--- src/rtl/tilelink_ul_reg_slice_pkg.sv ---
// rtl/tilelink_ul_reg_slice_pkg.sv - shared TileLink-UL widths, opcodes and packed payload sizes
package tilelink_ul_reg_slice_pkg;

    localparam int TL_ADDR_WIDTH   = 64;
    localparam int TL_DATA_WIDTH   = 64;
    localparam int TL_STRB_WIDTH   = TL_DATA_WIDTH / 8;
    localparam int TL_SOURCE_WIDTH = 3;
    localparam int TL_SINK_WIDTH   = 3;
    localparam int TL_OPCODE_WIDTH = 3;
    localparam int TL_PARAM_WIDTH  = 3;
    localparam int TL_SIZE_WIDTH   = 8;

    localparam logic [2:0] TL_A_PUT_FULL_DATA    = 3'd0;
    localparam logic [2:0] TL_A_PUT_PARTIAL_DATA = 3'd1;
    localparam logic [2:0] TL_A_GET              = 3'd4;
    localparam logic [2:0] TL_D_ACCESS_ACK       = 3'd0;
    localparam logic [2:0] TL_D_ACCESS_ACK_DATA  = 3'd1;

    // A payload: opcode, param, size, source, address, mask, data
    function automatic int tl_a_payload_width(input int opw, input int pw, input int szw,
                                              input int srcw, input int aw, input int dw);
        return opw + pw + szw + srcw + aw + dw / 8 + dw;
    endfunction

    // D payload: opcode, param, size, sink, source, data, error
    function automatic int tl_d_payload_width(input int opw, input int pw, input int szw,
                                              input int sinkw, input int srcw, input int dw);
        return opw + pw + szw + sinkw + srcw + dw + 1;
    endfunction

    localparam int TL_A_PAYLOAD_WIDTH = tl_a_payload_width(TL_OPCODE_WIDTH, TL_PARAM_WIDTH,
        TL_SIZE_WIDTH, TL_SOURCE_WIDTH, TL_ADDR_WIDTH, TL_DATA_WIDTH);
    localparam int TL_D_PAYLOAD_WIDTH = tl_d_payload_width(TL_OPCODE_WIDTH, TL_PARAM_WIDTH,
        TL_SIZE_WIDTH, TL_SINK_WIDTH, TL_SOURCE_WIDTH, TL_DATA_WIDTH);

endpackage

--- src/rtl/tilelink_ul_skid_buf.sv ---
// rtl/tilelink_ul_skid_buf.sv - two-entry skid buffer with registered input ready
module tilelink_ul_skid_buf #(
    parameter int WIDTH = 8
) (
    input  logic             clk,
    input  logic             rst,
    input  logic             in_valid,
    output logic             in_ready,
    input  logic [WIDTH-1:0] in_data,
    output logic             out_valid,
    input  logic             out_ready,
    output logic [WIDTH-1:0] out_data
);

    logic             m_valid;
    logic             s_valid;
    logic             s_valid_nxt;
    logic             in_ready_q;
    logic [WIDTH-1:0] m_data;
    logic [WIDTH-1:0] s_data;
    logic             in_fire;
    logic             out_fire;

    assign in_fire   = in_valid & in_ready_q;
    assign out_fire  = m_valid & out_ready;
    assign in_ready  = in_ready_q;
    assign out_valid = m_valid;
    assign out_data  = m_data;

    // Skid occupancy after this edge; ready is registered from it so it never sees out_ready combinationally
    always_comb begin
        s_valid_nxt = s_valid;
        if (out_fire) begin
            s_valid_nxt = 1'b0;
        end else if (in_fire && m_valid) begin
            s_valid_nxt = 1'b1;
        end
    end

    // Main/skid register update; ready stays low until the first edge after reset release
    always_ff @(posedge clk or negedge rst) begin
        if (!rst) begin
            m_valid    <= 1'b0;
            s_valid    <= 1'b0;
            in_ready_q <= 1'b0;
            m_data     <= '0;
            s_data     <= '0;
        end else begin
            in_ready_q <= ~s_valid_nxt;
            if (out_fire) begin
                if (s_valid) begin
                    m_data  <= s_data;
                    s_valid <= 1'b0;
                end else if (in_fire) begin
                    m_data <= in_data;
                end else begin
                    m_valid <= 1'b0;
                end
            end else if (in_fire) begin
                if (m_valid) begin
                    s_data  <= in_data;
                    s_valid <= 1'b1;
                end else begin
                    m_data  <= in_data;
                    m_valid <= 1'b1;
                end
            end
        end
    end

endmodule

--- src/rtl/tilelink_ul_reg_slice.sv ---
// rtl/tilelink_ul_reg_slice.sv - TileLink-UL A/D register slice with outstanding-request limiter
module tilelink_ul_reg_slice
    import tilelink_ul_reg_slice_pkg::*;
#(
    parameter int TL_ADDR_WIDTH   = 64,
    parameter int TL_DATA_WIDTH   = 64,
    parameter int TL_STRB_WIDTH   = TL_DATA_WIDTH / 8,
    parameter int TL_SOURCE_WIDTH = 3,
    parameter int TL_SINK_WIDTH   = 3,
    parameter int TL_OPCODE_WIDTH = 3,
    parameter int TL_PARAM_WIDTH  = 3,
    parameter int TL_SIZE_WIDTH   = 8,
    parameter int MAX_OUTSTANDING = 4,
    parameter int CNT_WIDTH       = $clog2(MAX_OUTSTANDING + 1)
) (
    input  logic                       clk,
    input  logic                       rst,
    input  logic                       up_a_valid,
    output logic                       up_a_ready,
    input  logic [TL_OPCODE_WIDTH-1:0] up_a_opcode,
    input  logic [TL_PARAM_WIDTH-1:0]  up_a_param,
    input  logic [TL_SIZE_WIDTH-1:0]   up_a_size,
    input  logic [TL_SOURCE_WIDTH-1:0] up_a_source,
    input  logic [TL_ADDR_WIDTH-1:0]   up_a_address,
    input  logic [TL_STRB_WIDTH-1:0]   up_a_mask,
    input  logic [TL_DATA_WIDTH-1:0]   up_a_data,
    output logic                       dn_a_valid,
    input  logic                       dn_a_ready,
    output logic [TL_OPCODE_WIDTH-1:0] dn_a_opcode,
    output logic [TL_PARAM_WIDTH-1:0]  dn_a_param,
    output logic [TL_SIZE_WIDTH-1:0]   dn_a_size,
    output logic [TL_SOURCE_WIDTH-1:0] dn_a_source,
    output logic [TL_ADDR_WIDTH-1:0]   dn_a_address,
    output logic [TL_STRB_WIDTH-1:0]   dn_a_mask,
    output logic [TL_DATA_WIDTH-1:0]   dn_a_data,
    input  logic                       dn_d_valid,
    output logic                       dn_d_ready,
    input  logic [TL_OPCODE_WIDTH-1:0] dn_d_opcode,
    input  logic [TL_PARAM_WIDTH-1:0]  dn_d_param,
    input  logic [TL_SIZE_WIDTH-1:0]   dn_d_size,
    input  logic [TL_SINK_WIDTH-1:0]   dn_d_sink,
    input  logic [TL_SOURCE_WIDTH-1:0] dn_d_source,
    input  logic [TL_DATA_WIDTH-1:0]   dn_d_data,
    input  logic                       dn_d_error,
    output logic                       up_d_valid,
    input  logic                       up_d_ready,
    output logic [TL_OPCODE_WIDTH-1:0] up_d_opcode,
    output logic [TL_PARAM_WIDTH-1:0]  up_d_param,
    output logic [TL_SIZE_WIDTH-1:0]   up_d_size,
    output logic [TL_SINK_WIDTH-1:0]   up_d_sink,
    output logic [TL_SOURCE_WIDTH-1:0] up_d_source,
    output logic [TL_DATA_WIDTH-1:0]   up_d_data,
    output logic                       up_d_error,
    output logic [CNT_WIDTH-1:0]       outstanding,
    output logic                       err_underflow
);

    localparam int A_W = tl_a_payload_width(TL_OPCODE_WIDTH, TL_PARAM_WIDTH, TL_SIZE_WIDTH,
                                            TL_SOURCE_WIDTH, TL_ADDR_WIDTH, TL_DATA_WIDTH);
    localparam int D_W = tl_d_payload_width(TL_OPCODE_WIDTH, TL_PARAM_WIDTH, TL_SIZE_WIDTH,
                                            TL_SINK_WIDTH, TL_SOURCE_WIDTH, TL_DATA_WIDTH);

    logic [A_W-1:0] a_pack_in;
    logic [A_W-1:0] a_pack_out;
    logic [D_W-1:0] d_pack_in;
    logic [D_W-1:0] d_pack_out;
    logic           a_buf_ready;
    logic           below_limit;
    logic           up_a_fire;
    logic           up_d_fire;

    assign a_pack_in = {up_a_opcode, up_a_param, up_a_size, up_a_source,
                        up_a_address, up_a_mask, up_a_data};
    assign {dn_a_opcode, dn_a_param, dn_a_size, dn_a_source,
            dn_a_address, dn_a_mask, dn_a_data} = a_pack_out;
    assign d_pack_in = {dn_d_opcode, dn_d_param, dn_d_size, dn_d_sink,
                        dn_d_source, dn_d_data, dn_d_error};
    assign {up_d_opcode, up_d_param, up_d_size, up_d_sink,
            up_d_source, up_d_data, up_d_error} = d_pack_out;

    // Limiter gates both the ready seen upstream and the valid fed to the buffer so they agree on fire
    assign below_limit = (outstanding < CNT_WIDTH'(MAX_OUTSTANDING));
    assign up_a_ready  = a_buf_ready & below_limit;
    assign up_a_fire   = up_a_valid & up_a_ready;
    assign up_d_fire   = up_d_valid & up_d_ready;

    tilelink_ul_skid_buf #(.WIDTH(A_W)) u_a_buf (
        .clk       (clk),
        .rst       (rst),
        .in_valid  (up_a_valid & below_limit),
        .in_ready  (a_buf_ready),
        .in_data   (a_pack_in),
        .out_valid (dn_a_valid),
        .out_ready (dn_a_ready),
        .out_data  (a_pack_out)
    );

    tilelink_ul_skid_buf #(.WIDTH(D_W)) u_d_buf (
        .clk       (clk),
        .rst       (rst),
        .in_valid  (dn_d_valid),
        .in_ready  (dn_d_ready),
        .in_data   (d_pack_in),
        .out_valid (up_d_valid),
        .out_ready (up_d_ready),
        .out_data  (d_pack_out)
    );

    // In-flight count: A accepted upstream minus D delivered upstream; an unmatched D flags underflow
    always_ff @(posedge clk or negedge rst) begin
        if (!rst) begin
            outstanding   <= '0;
            err_underflow <= 1'b0;
        end else begin
            if (up_d_fire && (outstanding == '0)) begin
                err_underflow <= 1'b1;
            end
            if (up_a_fire && !up_d_fire) begin
                outstanding <= outstanding + CNT_WIDTH'(1);
            end else if (up_d_fire && !up_a_fire && (outstanding != '0)) begin
                outstanding <= outstanding - CNT_WIDTH'(1);
            end
        end
    end

endmodule
--- config.mk ---
export PLATFORM = sky130hd
export DESIGN_NAME = tilelink_ul_reg_slice
export DESIGN_NICKNAME = d
export VERILOG_FILES = /design/src/rtl/tilelink_ul_reg_slice_pkg.sv /design/src/rtl/tilelink_ul_skid_buf.sv /design/src/rtl/tilelink_ul_reg_slice.sv
export SDC_FILE = /design/constraint.sdc
export NUM_CORES = 1
export LEC_CHECK = 0
export ABC_AREA = 0
export CAP_MARGIN = 40
export CELL_PAD_IN_SITES_DETAIL_PLACEMENT = 1
export CELL_PAD_IN_SITES_GLOBAL_PLACEMENT = 1
export CORE_ASPECT_RATIO = 1.75
export CORE_MARGIN = 4
export CORE_UTILIZATION = 37
export CTS_CLUSTER_SIZE = 30
export DETAILED_ROUTE_END_ITERATION = 16
export GPL_TIMING_DRIVEN = 0
export MAX_ROUTING_LAYER = met4
export PLACE_DENSITY_LB_ADDON = 0.1
export SLEW_MARGIN = 10
export SYNTH_ARGS = -nofsm -noshare
export SYNTH_HDL_FRONTEND = slang
export SYNTH_SLANG_ARGS = --single-unit
--- constraint.sdc ---
create_clock -name clk -period 1.8 [get_ports clk]
set_input_delay 0.54 -clock clk [delete_from_list [all_inputs] [get_ports clk]]
set_output_delay 0.54 -clock clk [all_outputs]
set_load 0.03 [all_outputs]
==> results by group, run 1 <==
Synthesis
  • Synth Warn #: 0
  • Avg Synthesized Cell Area: 15.91 um2
  • Flop and latch count out of synthesis: 486
  • Post-synthesis cell type count: 33
  • Syn nets: 1565
  • Cells after Synth: 1320
  • Post-synthesis sequential area ratio: 57.92%
  • Mapped Area: 21000 um2

Worst setup path
  • Worst Setup SP: outstanding[2]$_DFFE_PN0P_
  • CP endpoint kind: flip-flop
  • Reg-to-reg startpoint: outstanding[2]$_DFFE_PN0P_
  • Crit path DAT: 2.40 ns
  • Startpoint types: flip-flop
  • Worst r2r dst: outstanding[2]$_DFFE_PN0P_
  • R2r setup slk: -0.10 ns
  • Critical path fanouts, max: 5
  • Cell count of the worst reg-to-reg path: 6
  • WP data required: 2.30 ns
  • WS Path Type: reg -> reg

Routing
  • Total number of vias: 13240
  • Average wire per cell in the routed design: 23.35 um
  • Residual DRC count: 0
  • Drt total wl: 63510 um
  • Vias/cell: 4.868
  • Total iterations of the first detailed-routing run: 4
  • Post-DRT Antenna Nets: 0
  • Initial DRC count: 404

Hold path
  • Hold Crit Class: in -> reg
  • Hold path startpoint: dn_a_ready
  • Hold path depth: 2
  • Hold Path Sink: u_a_buf.s_valid$_DFFE_PN0P_

Global route
  • Initial antenna violation count: 12
  • First-pass GRT wire length: 92650 um
  • Vias in the first global route: 15100
  • Grt ovf: 0
  • Global Route Usage Sum: 20.28%
  • Largest net degree at the start of global routing: 103

Cells and area
  • Final #Nets: 2155
  • Multi-input logic area: 8825 um2
  • Most frequent cells in the layout: mux2_2 (516), dfrtp_1 (481), clkdlybuf4s50_1 (240)
  • Final Non-Filler Cells: 2720
  • Post-route cell area: 29320 um2
  • Most common cell after layout, fill and taps aside: mux2_2
  • FF+latch area: 12170 um2
  • P&R area growth vs syn: 39.65%
  • Fraction of layout cells with a size suffix above 1: 56.83%
  • Fillers: 5455
  • Fin util: 52.12%

Place
  • DP Wirelength: 44150 um
  • Placed cells: 2574
  • Dpl cell area: 27040 um2
  • Pre-CTS setup slack: -0.9962 ns
  • Port-buffer cells: 489
  • Gp weighted congestion: 0.7695

Floorplan
  • # IOs: 490
  • Die footprint: 60780 um2
  • Core box area: 56260 um2
  • Row count: 115
  • Die height: 323.2 um
  • Starting Density: 37.32%
  • Chip width: 188.1 um

STA
  • Clock Skew: 0.01336 ns
  • Slew margin rel.: 62.59%
  • Setup violators final: 129
  • Final Hold Vio Count: 0
  • Fin crit period: 1.902 ns
  • Final hold slack: 0.3784 ns
  • Setup slack after layout: -0.1023 ns
  • Period utilisation layout: 105.7%
  • RSZ-0062 raised after global routing: yes
  • Setup TNS: -2.518 ns
  • Max-slew violations: 0
  • Worst Max-Slew Pin Slew: 0.5612 ns
  • Maximum clock rate: 525.7 MHz

Power
  • Pwr Total: 55.90 mW
  • PD cells: 1906 nW/um2
  • Register share of total power: 34.7%
  • Sw frac: 36.37%
  • Pint: 35.57 mW
  • P_leak: 13.13 nW
  • VDD IR max: 0.001198 V
  • Net switching power figure: 20.33 mW
  • Comb power frac: 44.8%
  • Clock power frac: 20.5%

Clocking
  • Max clock buf depth: 3
  • Clk slew on worst S/H paths: 0.07 ns
  • Clk_lat worst skew: 0.59 ns
  • CTS tree: done
  • Htree depth: 2
  • CTS Sinks: 486
  • Total CTS buffers: 48
  • CTS Root Buffer Type: clkbuf_16

Flow run
  • # Max-Cap Violations: 0

Outcome
  • Outcome: finished, violations left
  • Failing checks: negative setup slack
-- worst max path at each step --
stage | cells past startpoint | slack [ns] | to
floorplan | 6 | -0.11 | outstanding[2]$_DFFE_PN0P_
global placement | 1 | -23.67 | outstanding[2]$_DFFE_PN0P_
detailed placement | 6 | -1.0 | u_d_buf.out_data[35]$_DFFE_PN0P_
CTS | 2 | -0.12 | up_a_ready
global route | 6 | -0.17 | outstanding[2]$_DFFE_PN0P_
finish | 6 | -0.10 | outstanding[2]$_DFFE_PN0P_
-- flip-flops by register name (all words and copies together), names as in the netlist --
| register | flops |
|---|---|
| outstanding | 3 |
| u_d_buf.out_valid | 1 |
| u_d_buf.s_data | 85 |
| u_d_buf.out_data | 85 |
| u_a_buf.s_data | 153 |
| u_a_buf.in_ready | 1 |
| u_a_buf.out_valid | 1 |
| u_a_buf.out_data | 153 |
| u_d_buf.in_ready | 1 |
| u_d_buf.s_valid | 1 |
| err_underflow | 1 |
| u_a_buf.s_valid | 1 |
-- Yosys cell counts --
cell      count  area, um2
buf_4         1      7.510
nand2_1       8      30.03
o21a_1        1      7.510
and3b_1       1      8.760
dfrtp_1     486      12160
o21ai_0       4      20.02
mux2_1       81      912.1
clkbuf_2      1      5.000
clkbuf_1     11      41.29
o41ai_1       1      8.760
mux2_2      633       7128
xnor2_1       1      8.760
nor2_1        1      3.750
o221ai_1      1      8.760
nor2b_1       2      12.51
o211a_1       2      20.02
a22oi_1       1      7.510
inv_1         4      15.01
nand3_1       2      10.01
a21oi_2       1      8.760
buf_6        23      259.0
mux2i_1       3      30.03
buf_1         3      11.26
nand3b_1      1      7.510
buf_2        38      190.2
a21oi_1       2      10.01
or4_1         1      7.510
and3_1        1      6.260
nand2_2       1      6.260
o211ai_1      1      7.510
a21o_1        1      7.510
fa_1          1      20.02
nand3_2       1      10.01
-- cell type report --
type | count | share of cell area (%)
Sequential cell | 486 | 41.49
Multi-Input combinational cell | 753 | 30.09
Timing Repair Buffer | 543 | 15.72
Clock buffer | 68 | 4.903
Tap cell | 760 | 3.243
Buffer | 74 | 3.187
Clock inverter | 20 | 1.203
Antenna cell | 12 | 0.1024
Inverter | 4 | 0.05120
-- what timing repair did --
item                        CTS  global route
setup endpoints to repair   684           446
gates cloned                  3            15
hold endpoints to repair     38             0
setup buffers                23             5
pin swaps                     5             2
gates resized for setup    1358           177
hold buffers                  5             0
-- per-layer routing --
metal / GRT usage (%) / wire length (um) / vias to the layer above
met5: - / 0 / -
met4: 5.909 / 1706 / 0
met3: 7.784 / 5524 / 82
met2: 35.01 / 32830 / 411
met1: 21.71 / 23450 / 6817
li1: - / - / 5930
-- kinds of logic (layout without fill, tap and decap cells) --
group,count (synthesis),after routing,synth area share (%)
XOR/XNOR,1,1,0.04172
flip-flops,486,486,57.92
adder cells (fa/ha/maj),1,1,0.09534
other,0,12,0
AO/OA/AOI/OAI,15,15,0.5066
AND/OR/NAND/NOR,19,19,0.4886
multiplexers,717,717,38.43
buffers and inverters,81,709,2.520
-- worst max-delay path, cell delays in order (launching register included) --
cell and delay (ns):
dfrtp_2 0.43, and3b_1 0.25, buf_8 0.11, nand2_4 0.04, fa_2 0.34, or4_4 0.42
o211ai_1 0.21
-- power groups by stage --
stage	Sequential, mW	Clock, mW	Combinational, mW
finish	19.4	11.4	25.0
global route	20.2	12.2	26.5
CTS	19.4	11.8	23.2
detailed placement	19.7	0	24.3
global placement	19.4	0	23.8
floorplan	24.5	0	9.24
No activity file was read; power rests on OpenSTA's default activity.
==> inputs of run 2 (changes only) <==
--- a/config.mk
+++ b/config.mk
@@ -12,7 +12,6 @@
 export CORE_ASPECT_RATIO = 1.75
 export CORE_MARGIN = 4
 export CORE_UTILIZATION = 37
-export CTS_CLUSTER_SIZE = 30
 export DETAILED_ROUTE_END_ITERATION = 16
 export GPL_TIMING_DRIVEN = 0
 export MAX_ROUTING_LAYER = met4
==> results of run 2 <==
Final layout, timing and power as in run 1 (identical DEF).
